`config.mk`:
```
export PLATFORM = sky130hd
export DESIGN_NAME = register_dump_ctrl
export DESIGN_NICKNAME = d
export VERILOG_FILES = /design/src/rtl/register_dump_ctrl.sv
export SDC_FILE = /design/constraint.sdc
export NUM_CORES = 1
export LEC_CHECK = 0
export BUFFER_PORTS_ARGS = -buffer_cell sky130_fd_sc_hd__buf_2
export CORE_ASPECT_RATIO = 1.1
export CORE_MARGIN = 2
export CORE_UTILIZATION = 47
export CTS_BUF_LIST = sky130_fd_sc_hd__clkbuf_16
export DETAILED_ROUTE_END_ITERATION = 10
export MAX_ROUTING_LAYER = met4
export PLACE_DENSITY_LB_ADDON = 0.25
export SLEW_MARGIN = 20
export SYNTH_ARGS = -nofsm -noshare
export SYNTH_HDL_FRONTEND = slang
export SYNTH_SLANG_ARGS = --single-unit
```
`constraint.sdc`:
```
create_clock -name i_clock -period 1.8 [get_ports i_clock]
set_clock_uncertainty 0.2 [all_clocks]
set_input_delay 0.18 -clock i_clock [delete_from_list [all_inputs] [get_ports i_clock]]
set_output_delay 0.18 -clock i_clock [all_outputs]
set_load 0.05 [all_outputs]
```
`src/rtl/register_dump_ctrl.sv`:
```
// -----------------------------------------------------------------------------
// register_dump_ctrl
//
// Streams the whole register bank out through a byte-wide transmitter. On
// request it halts the pipeline, takes over read port A of the bank, reads
// registers 0..N_REGS-1 in order and sends each one LSB byte first over a
// valid/ready byte interface. Read port A goes back to the pipeline when the
// dump finishes or is aborted. The block never touches the bank write port.
//
// Parameters
//   NB_DATA : register bank data width (a multiple of 8, at least 16)
//   NB_REG  : register address width
//   N_REGS  : number of registers dumped, indices 0..N_REGS-1
//
// Ports
//   i_clock        in  1        clock, all state updates on the rising edge
//   i_reset        in  1        asynchronous active-low reset
//   i_start        in  1        request a full dump, sampled only in IDLE
//   i_abort        in  1        cancel a dump in progress
//   i_pipe_addr_ra in  NB_REG   pipeline read address A
//   o_addr_ra      out NB_REG   read address A to the bank (combinational mux)
//   i_data_ra      in  NB_DATA  bank read data A, combinational from o_addr_ra
//   o_tx_data      out 8        byte to transmitter
//   o_tx_valid     out 1        o_tx_data valid
//   i_tx_ready     in  1        transmitter accepts the byte this edge
//   o_halt         out 1        stall the pipeline while the dump owns port A
//   o_busy         out 1        controller is not in IDLE
//   o_done         out 1        one-cycle pulse when a dump completes
// -----------------------------------------------------------------------------
module register_dump_ctrl #(
  parameter int NB_DATA = 32,
  parameter int NB_REG  = 5,
  parameter int N_REGS  = 32
) (
  input  logic               i_clock,
  input  logic               i_reset,
  input  logic               i_start,
  input  logic               i_abort,
  input  logic [NB_REG-1:0]  i_pipe_addr_ra,
  output logic [NB_REG-1:0]  o_addr_ra,
  input  logic [NB_DATA-1:0] i_data_ra,
  output logic [7:0]         o_tx_data,
  output logic               o_tx_valid,
  input  logic               i_tx_ready,
  output logic               o_halt,
  output logic               o_busy,
  output logic               o_done
);

  localparam int N_BYTES = NB_DATA / 8;
  localparam int CNT_W   = (N_BYTES > 1) ? $clog2(N_BYTES) : 1;

  localparam logic [CNT_W-1:0]  LAST_BYTE = CNT_W'(N_BYTES - 1);
  localparam logic [NB_REG-1:0] LAST_REG  = NB_REG'(N_REGS - 1);

  typedef enum logic [2:0] {
    S_IDLE = 3'd0,
    S_HALT = 3'd1,
    S_READ = 3'd2,
    S_SEND = 3'd3,
    S_DONE = 3'd4
  } state_t;

  state_t               state_q, state_d;
  logic [NB_REG-1:0]    idx_q,   idx_d;
  logic [CNT_W-1:0]     cnt_q,   cnt_d;
  logic [NB_DATA-1:0]   shift_q, shift_d;
  logic                 valid_q, valid_d;
  logic                 halt_q,  halt_d;
  logic                 busy_q,  busy_d;
  logic                 done_q,  done_d;

  logic                 xfer;
  logic                 last_byte;
  logic                 last_reg;

  // A byte leaves only on an edge where it is offered and accepted.
  assign xfer      = valid_q & i_tx_ready;
  assign last_byte = (cnt_q == LAST_BYTE);
  assign last_reg  = (idx_q == LAST_REG);

  // ---------------------------------------------------------------------------
  // Next-state and registered-output logic
  // ---------------------------------------------------------------------------
  always_comb begin
    state_d = state_q;
    idx_d   = idx_q;
    cnt_d   = cnt_q;
    shift_d = shift_q;
    valid_d = valid_q;
    done_d  = 1'b0;

    unique case (state_q)
      S_IDLE: begin
        if (i_start) begin
          state_d = S_HALT;
        end
      end

      // Pipeline gets one cycle to see o_halt before the dump reads the bank;
      // every dump restarts from register 0.
      S_HALT: begin
        idx_d   = '0;
        state_d = S_READ;
      end

      // o_addr_ra already points at idx_q, so i_data_ra is the register value.
      S_READ: begin
        shift_d = i_data_ra;
        cnt_d   = '0;
        valid_d = 1'b1;
        state_d = S_SEND;
      end

      S_SEND: begin
        if (xfer) begin
          shift_d = {8'h00, shift_q[NB_DATA-1:8]};
          cnt_d   = cnt_q + 1'b1;
          if (last_byte) begin
            valid_d = 1'b0;
            if (last_reg) begin
              state_d = S_DONE;
              done_d  = 1'b1;
            end else begin
              idx_d   = idx_q + 1'b1;
              state_d = S_READ;
            end
          end
        end
      end

      S_DONE: begin
        state_d = S_IDLE;
      end

      default: begin
        state_d = S_IDLE;
        valid_d = 1'b0;
      end
    endcase

    // Abort wins over everything, including a handshake on the same edge: the
    // offered byte is simply dropped and no completion is reported.
    if (i_abort && (state_q != S_IDLE)) begin
      state_d = S_IDLE;
      idx_d   = idx_q;
      cnt_d   = cnt_q;
      shift_d = shift_q;
      valid_d = 1'b0;
      done_d  = 1'b0;
    end

    // Halt and busy are decoded from the next state so they are registered
    // yet line up exactly with the state they describe.
    halt_d = (state_d != S_IDLE);
    busy_d = (state_d != S_IDLE);
  end

  always_ff @(posedge i_clock or negedge i_reset) begin
    if (!i_reset) begin
      state_q <= S_IDLE;
      idx_q   <= '0;
      cnt_q   <= '0;
      shift_q <= '0;
      valid_q <= 1'b0;
      halt_q  <= 1'b0;
      busy_q  <= 1'b0;
      done_q  <= 1'b0;
    end else begin
      state_q <= state_d;
      idx_q   <= idx_d;
      cnt_q   <= cnt_d;
      shift_q <= shift_d;
      valid_q <= valid_d;
      halt_q  <= halt_d;
      busy_q  <= busy_d;
      done_q  <= done_d;
    end
  end

  // Read port A belongs to the pipeline only while idle; once a dump starts the
  // address is held on the dump index so the bank output is never disturbed.
  assign o_addr_ra  = (state_q == S_IDLE) ? i_pipe_addr_ra : idx_q;

  assign o_tx_data  = shift_q[7:0];
  assign o_tx_valid = valid_q;
  assign o_halt     = halt_q;
  assign o_busy     = busy_q;
  assign o_done     = done_q;

endmodule

```
## Word level (Yosys, flattened, before mapping)

Cells that the tools add are included.

- Register bits: 45
- Bits of input ports: 42
- Output and inout port bits: 17
- Logic and storage cells: 57

- Add/sub/neg operators: 2
- Equality and inequality tests: 12
- Muxes and demuxes: 24
- Bitwise operators: 2
- Reductions and logical operators: 10

Operator list:

| kind | count |
|---|---|
| 32-bit one-hot mux with 2 select lines | 1 |
| 32-bit 2-to-1 mux | 1 |
| 5-bit 2-to-1 mux | 4 |
| 3-bit 2-to-1 mux | 5 |
| 3-bit one-hot mux with 4 select lines | 1 |
| 5-bit one-hot mux with 2 select lines | 1 |
| 1-bit 2-to-1 mux | 8 |
| 3-bit by 2-bit equality test with 1-bit output, second input constant | 2 |
| 2-bit != test, second input constant | 3 |
| 3-bit != test, second input constant | 2 |
| 3-bit AND reduction | 2 |
| 3-bit nonzero test | 2 |
| 5-bit by 1-bit adder with 5-bit output, second input constant | 1 |
| 5-bit equality test, second input constant | 1 |
| 5-bit AND reduction | 1 |
| 2-bit one-hot mux with 2 select lines | 1 |
| 2-bit nonzero test | 2 |
| 3-bit by 1-bit equality test with 1-bit output, second input constant | 1 |
| 3-bit equality test, second input constant | 1 |
| 3-bit logical NOT | 1 |
| 1-bit one-hot mux with 3 select lines | 1 |
| 3-bit OR reduction | 1 |
| 2-bit by 1-bit adder with 2-bit output, second input constant | 1 |
| 2-bit equality test, second input constant | 1 |
| other kinds (5) | 5 |

## Depth between registers and ports, before layout

- Depth after elaboration: 7
- Depth in mapped cells: 7
- Mapped depth without buffers: 7

## Worst setup path before layout

No wires, ideal clock.

- Kind: reg2reg
- From: register idx_q[0]
- To: register idx_q[2]
- Arrival time: 1680 ps
- Setup slack: -162 ps
- Stages on the path, launching flop included: 8
- Period minus slack after synthesis: 1962 ps
- Cell sequence: dfrtp_1 -> ha_1 -> and3_1 -> ha_1 -> nand2_1 -> nand3_1 -> or3_1 -> o21ai_0

- Cells in the longest elaborated chain, start to end: 5
- Elaborated cells between the ends (all ways): 8
- Classes of those cells: add/sub (1); eq/ne (2); mux (4); reduce/logical (1)

RTL lines:

| item | RTL line | RTL |
|---|---|---|
| start: declaration | 65 | `logic [NB_REG-1:0] idx_q, idx_d;` |
| start signal: assignment | 171 | `idx_q <= idx_d;` |
| 5-bit by 1-bit adder with 5-bit output | 125 | `idx_d = idx_q + 1'b1;` |
| 5-bit 2-to-1 mux | 121 | `if (last_reg) begin` |
| 5-bit 2-to-1 mux | 119 | `if (last_byte) begin` |
| 5-bit 2-to-1 mux | 116 | `if (xfer) begin` |
| 5-bit one-hot mux with 2 select lines | 93 | `unique case (state_q)` |

Several ways; a longest one is shown, not always the timed one. The select of a mux whose other input is x is not followed.
A chain may end at the register's enable or synchronous reset.

## Worst setup path in the final report

- From: register state_q[2]
- To: output port o_addr_ra[0]

- Cells in the longest elaborated chain, start to end: 2

RTL lines:

| item | RTL line | RTL |
|---|---|---|
| start: declaration | 64 | `state_t state_q, state_d;` |
| start signal: assignment | 170 | `state_q <= state_d;` |
| 3-bit logical NOT | 183 | `assign o_addr_ra = (state_q == S_IDLE) ? i_pipe_addr_ra : idx_q;` |
| 5-bit 2-to-1 mux | 183 |  |
| end: declaration | 40 | `output logic [NB_REG-1:0] o_addr_ra,` |

No other way between the ends.

==> impl_summary.md <==
GRT
Entering global routing, the biggest net connects 61 pins. The number of antenna violations at the first check in global routing came to 0. The all-layer global routing usage is 0.205. The global-route wire length before repair is 8160 microns. The number of global-route vias before repair was 1693. The total overflow left after global routing is 0.

Floorplanning
59 I/O pins were placed. The total area inside the core boundary comes to between 4000 and 5000 sq um. The die footprint is 5240 sq um. The starting density of the core is 0.480. The floorplan row count is 26. Measured along the x axis, the die boundary spans a little under 70 microns. The die is 75.8 microns tall.

STA
The final max-slew violation count was 0. Adding up every negative setup slack in the final design gives -417 ps. The final-layout worst hold slack is -12.2 ps. The final hold violation count is 3. Derived from the worst setup path, the maximum achievable clock frequency is approximately 530 MHz. The final critical-path setup slack is -91.2 ps. Dividing the final minimum period by the clock period gives 1.05. The worst pin sits at a relative slew slack of 0.677.

The clock period minus final worst setup slack is 1890 ps. Setup repair after global routing could not meet its margin everywhere. The slew of the pin with the lowest slew margin is 485 ps. The count of final setup violators is 5.

Placed design
The HPWL after detailed placement is between 3000 and 4000 microns. The count of buffers added on input and output ports is 58. Routability-driven placement finished with a final weighted congestion of 0.770.

Final layout
The fraction of layout cells with a size suffix above 1 is 0.407. The layout has 312 filler cells. The final layout contains 346 nets.

The final antenna diode count is 0. From synthesis to final layout, the design area changed by 52.2%.

CTS
The number of clock sinks seen by CTS is 45. Clock latency on the worst-skew pair, taken at its later pin, is ~280 ps. TritonCTS built the clock tree. After clock tree synthesis, the clock-pin slew on the worst setup and hold paths is 60 ps. The total CTS buffers is 5. The H-tree was split into 2 levels. The maximum clock insertion buffer count is 2.

In this run the clock root is driven by a sky130_fd_sc_hd__clkbuf_16.

Synthesis
Of all flip-flops after synthesis, the portion carrying an async set or reset was 1.00. The number of register bits inferred by synthesis is 45. The number of different library cells in the post-synthesis netlist is 34.

sky130_fd_sc_hd__dfrtp_1 takes more of the synthesized area than any other cell. The number of synthesized flops with an enable pin is 0. In the synthesized netlist, the number of instances is ~200. The most common cell in the synthesized netlist is sky130_fd_sc_hd__dfrtp_1.

By count the netlist is led by sky130_fd_sc_hd__dfrtp_1 (45), sky130_fd_sc_hd__nand2_1 (30), sky130_fd_sc_hd__o21ai_0 (26). Yosys attributes the largest share of cell area to sky130_fd_sc_hd__dfrtp_1 (51%), sky130_fd_sc_hd__mux2i_1 (11%), sky130_fd_sc_hd__o21ai_0 (5.9%). The dominant register cell in the synthesized netlist is sky130_fd_sc_hd__dfrtp_1.

For this run, the number of Yosys warnings is 0. The number of nets produced by synthesis is 249. The sequential share of the synthesized area is 0.512. A synthesized cell averages ~11 sq um. The share of synthesized area in the top cell type comes to 0.512. The area of the mapped netlist is approximately 2200 sq um.

Power
Across the VDD grid, the largest voltage drop is 0.000863 V. The overall power is 4.18 mW. In this run the static leakage power is approximately 1.8 nW. For this design the ratio of total power to cell area is 1250 nW/um^2.

Detailed routing
The sum of routed wire length over all layers is 5780 microns. After the first detailed-routing iteration, the DRC count stood at 98. The antenna violation net count after detailed routing is 0.

The number of optimization iterations in the first detailed-route pass is 4. After detailed routing, the number of remaining DRC violations is 0. The total via count in the routed design is 1910. After detailed routing, the average wire length per cell comes to 16.1 microns. The vias per cell is 5.34.

Setup path
The critical path endpoint category is an output port. The endpoint of the most critical register-to-register path is cnt_q[0]. Of all nets on the critical path, the largest fanout is 5. The arrival time at the worst endpoint is around 1500 ps.

The startpoint identified for the worst register-to-register timing path is state_q[2]. The required time of the worst setup path is about 1400 ps. By startpoint and endpoint, the worst setup path is classified as reg -> out.

Across all register-to-register paths, the minimum setup slack is 0 ps. Measured in cells, the most critical reg-to-reg path has a length of 6. The worst setup path is launched from a flip-flop.

Job
The tool flagged a number of max-cap violations equal to 0.

Hold path
The launch instance of the worst min-delay path is i_data_ra[3]. The worst hold path passes through 3 cells. The path with the worst hold slack has its endpoint at shift_q[3].

The tightest min-delay check is of the in -> reg type.

Run status
The run finished, with violations left. The final reports fail on hold timing, setup timing.
[report_power, final]
group / leakage (nW) / switching [mW] / internal, mW
Clock: 0.0938 / 0.378 / 0.792
Sequential: 0.572 / 0.205 / 1.36
Combinational: 1.11 / 0.871 / 0.567
Total: 1.78 / 1.45 / 2.72
[area by class of cell]
cell class / count / area [sq um] / share of cell area
timing repair buffer: 113 / 912 / 0.272
multi-input combinational: 133 / 1040 / 0.309
clock inverter: 3 / 65.1 / 0.0194
inverter: 3 / 11.3 / 0.00336
tap: 56 / 70.1 / 0.0209
sequential: 45 / 1130 / 0.337
clock buffer: 5 / 125 / 0.0374
[worst max-delay path: stages, from the launching register on]
cell and delay [ps]:
sky130_fd_sc_hd__dfrtp_1 390, sky130_fd_sc_hd__nor3_2 170, sky130_fd_sc_hd__buf_4 180, sky130_fd_sc_hd__mux2_4 330, sky130_fd_sc_hd__buf_8 150
[per-layer routing]
layer | global-route usage | vias up | share of wire
li1 | - | 914 | -
met1 | 0.272 | 926 | 0.43
met2 | 0.315 | 62 | 0.50
met3 | 0.0529 | 8 | 0.051
met4 | 0.0588 | 0 | 0.015
met5 | - | - | 0
[state kept, by name, summed over array words and instances, names as in the netlist]
| name | count |
|---|---|
| o_done | 1 |
| shift_q | 32 |
| state_q | 3 |
| cnt_q | 2 |
| o_busy | 1 |
| o_tx_valid | 1 |
| idx_q | 5 |
[layout by cell type, fill, tap and decap left out, types with 3 or more instances in the layout]
| master | synthesis | layout |
|---|---|---|
| sky130_fd_sc_hd__buf_2 | 9 | 53 |
| sky130_fd_sc_hd__dlygate4sd3_1 | 0 | 25 |
| sky130_fd_sc_hd__nand2_1 | 30 | 29 |
| sky130_fd_sc_hd__mux2_4 | 0 | 5 |
| sky130_fd_sc_hd__inv_1 | 3 | 3 |
| sky130_fd_sc_hd__buf_8 | 0 | 5 |
| sky130_fd_sc_hd__a22o_1 | 10 | 10 |
| sky130_fd_sc_hd__nor4_1 | 3 | 3 |
| sky130_fd_sc_hd__o21ai_0 | 26 | 13 |
| sky130_fd_sc_hd__buf_6 | 2 | 5 |
| sky130_fd_sc_hd__o21ai_2 | 0 | 4 |
| sky130_fd_sc_hd__dfrtp_1 | 45 | 43 |
| sky130_fd_sc_hd__o21ai_1 | 3 | 12 |
| sky130_fd_sc_hd__mux2i_1 | 24 | 24 |
| sky130_fd_sc_hd__clkbuf_16 | 0 | 8 |
| sky130_fd_sc_hd__buf_4 | 11 | 20 |
| sky130_fd_sc_hd__nor2_1 | 4 | 4 |
[worst max path at each step]
| stage | start | endpoint | cells past startpoint |
|---|---|---|---|
| after floorplan | idx_q[0] | idx_q[0] | 7 |
| after global placement | idx_q[1] | idx_q[0] | 7 |
| after detailed placement | idx_q[1] | idx_q[4] | 8 |
| after CTS | state_q[2] | o_addr_ra[1] | 4 |
| after global routing | state_q[2] | o_addr_ra[0] | 4 |
| final | state_q[2] | o_addr_ra[0] | 4 |
[cells by family after synthesis]
logic type | after synthesis | synth area share
compound gates | 50 | 0.147
fa+ha+maj | 3 | 0.0171
buf+inv | 26 | 0.0756
flops | 45 | 0.512
mux | 29 | 0.135
simple gates | 51 | 0.114
[what timing repair did]
item | in CTS | in global routing
resized for setup | 25 | 23
pin swaps | 3 | 3
buffers inserted | 4 | 3
cloned | 0 | 6
hold buffers | 25 | 0
hold endpoints to repair | 43 | 0
setup endpoints to repair | 10 | 31
[stage by stage]
stage / cell area (sq um) / setup slack, ps / util / hold slack (ps) / cells
2_1_floorplan: 2240 / -38.3 / - / -316 / 204
3_3_place_gp: 2600 / 26.7 / 0.568 / -40.5 / 312
3_5_place_dp: 2600 / -2.66 / 0.568 / -35.9 / 312
4_1_cts: 3160 / -70.8 / 0.689 / 1.14 / 349
5_1_grt: 3350 / -143 / 0.730 / 10.7 / 358
6_report: 3350 / -91.2 / 0.730 / -12.2 / 358
Note: power is estimated with default switching activity, not from simulation.
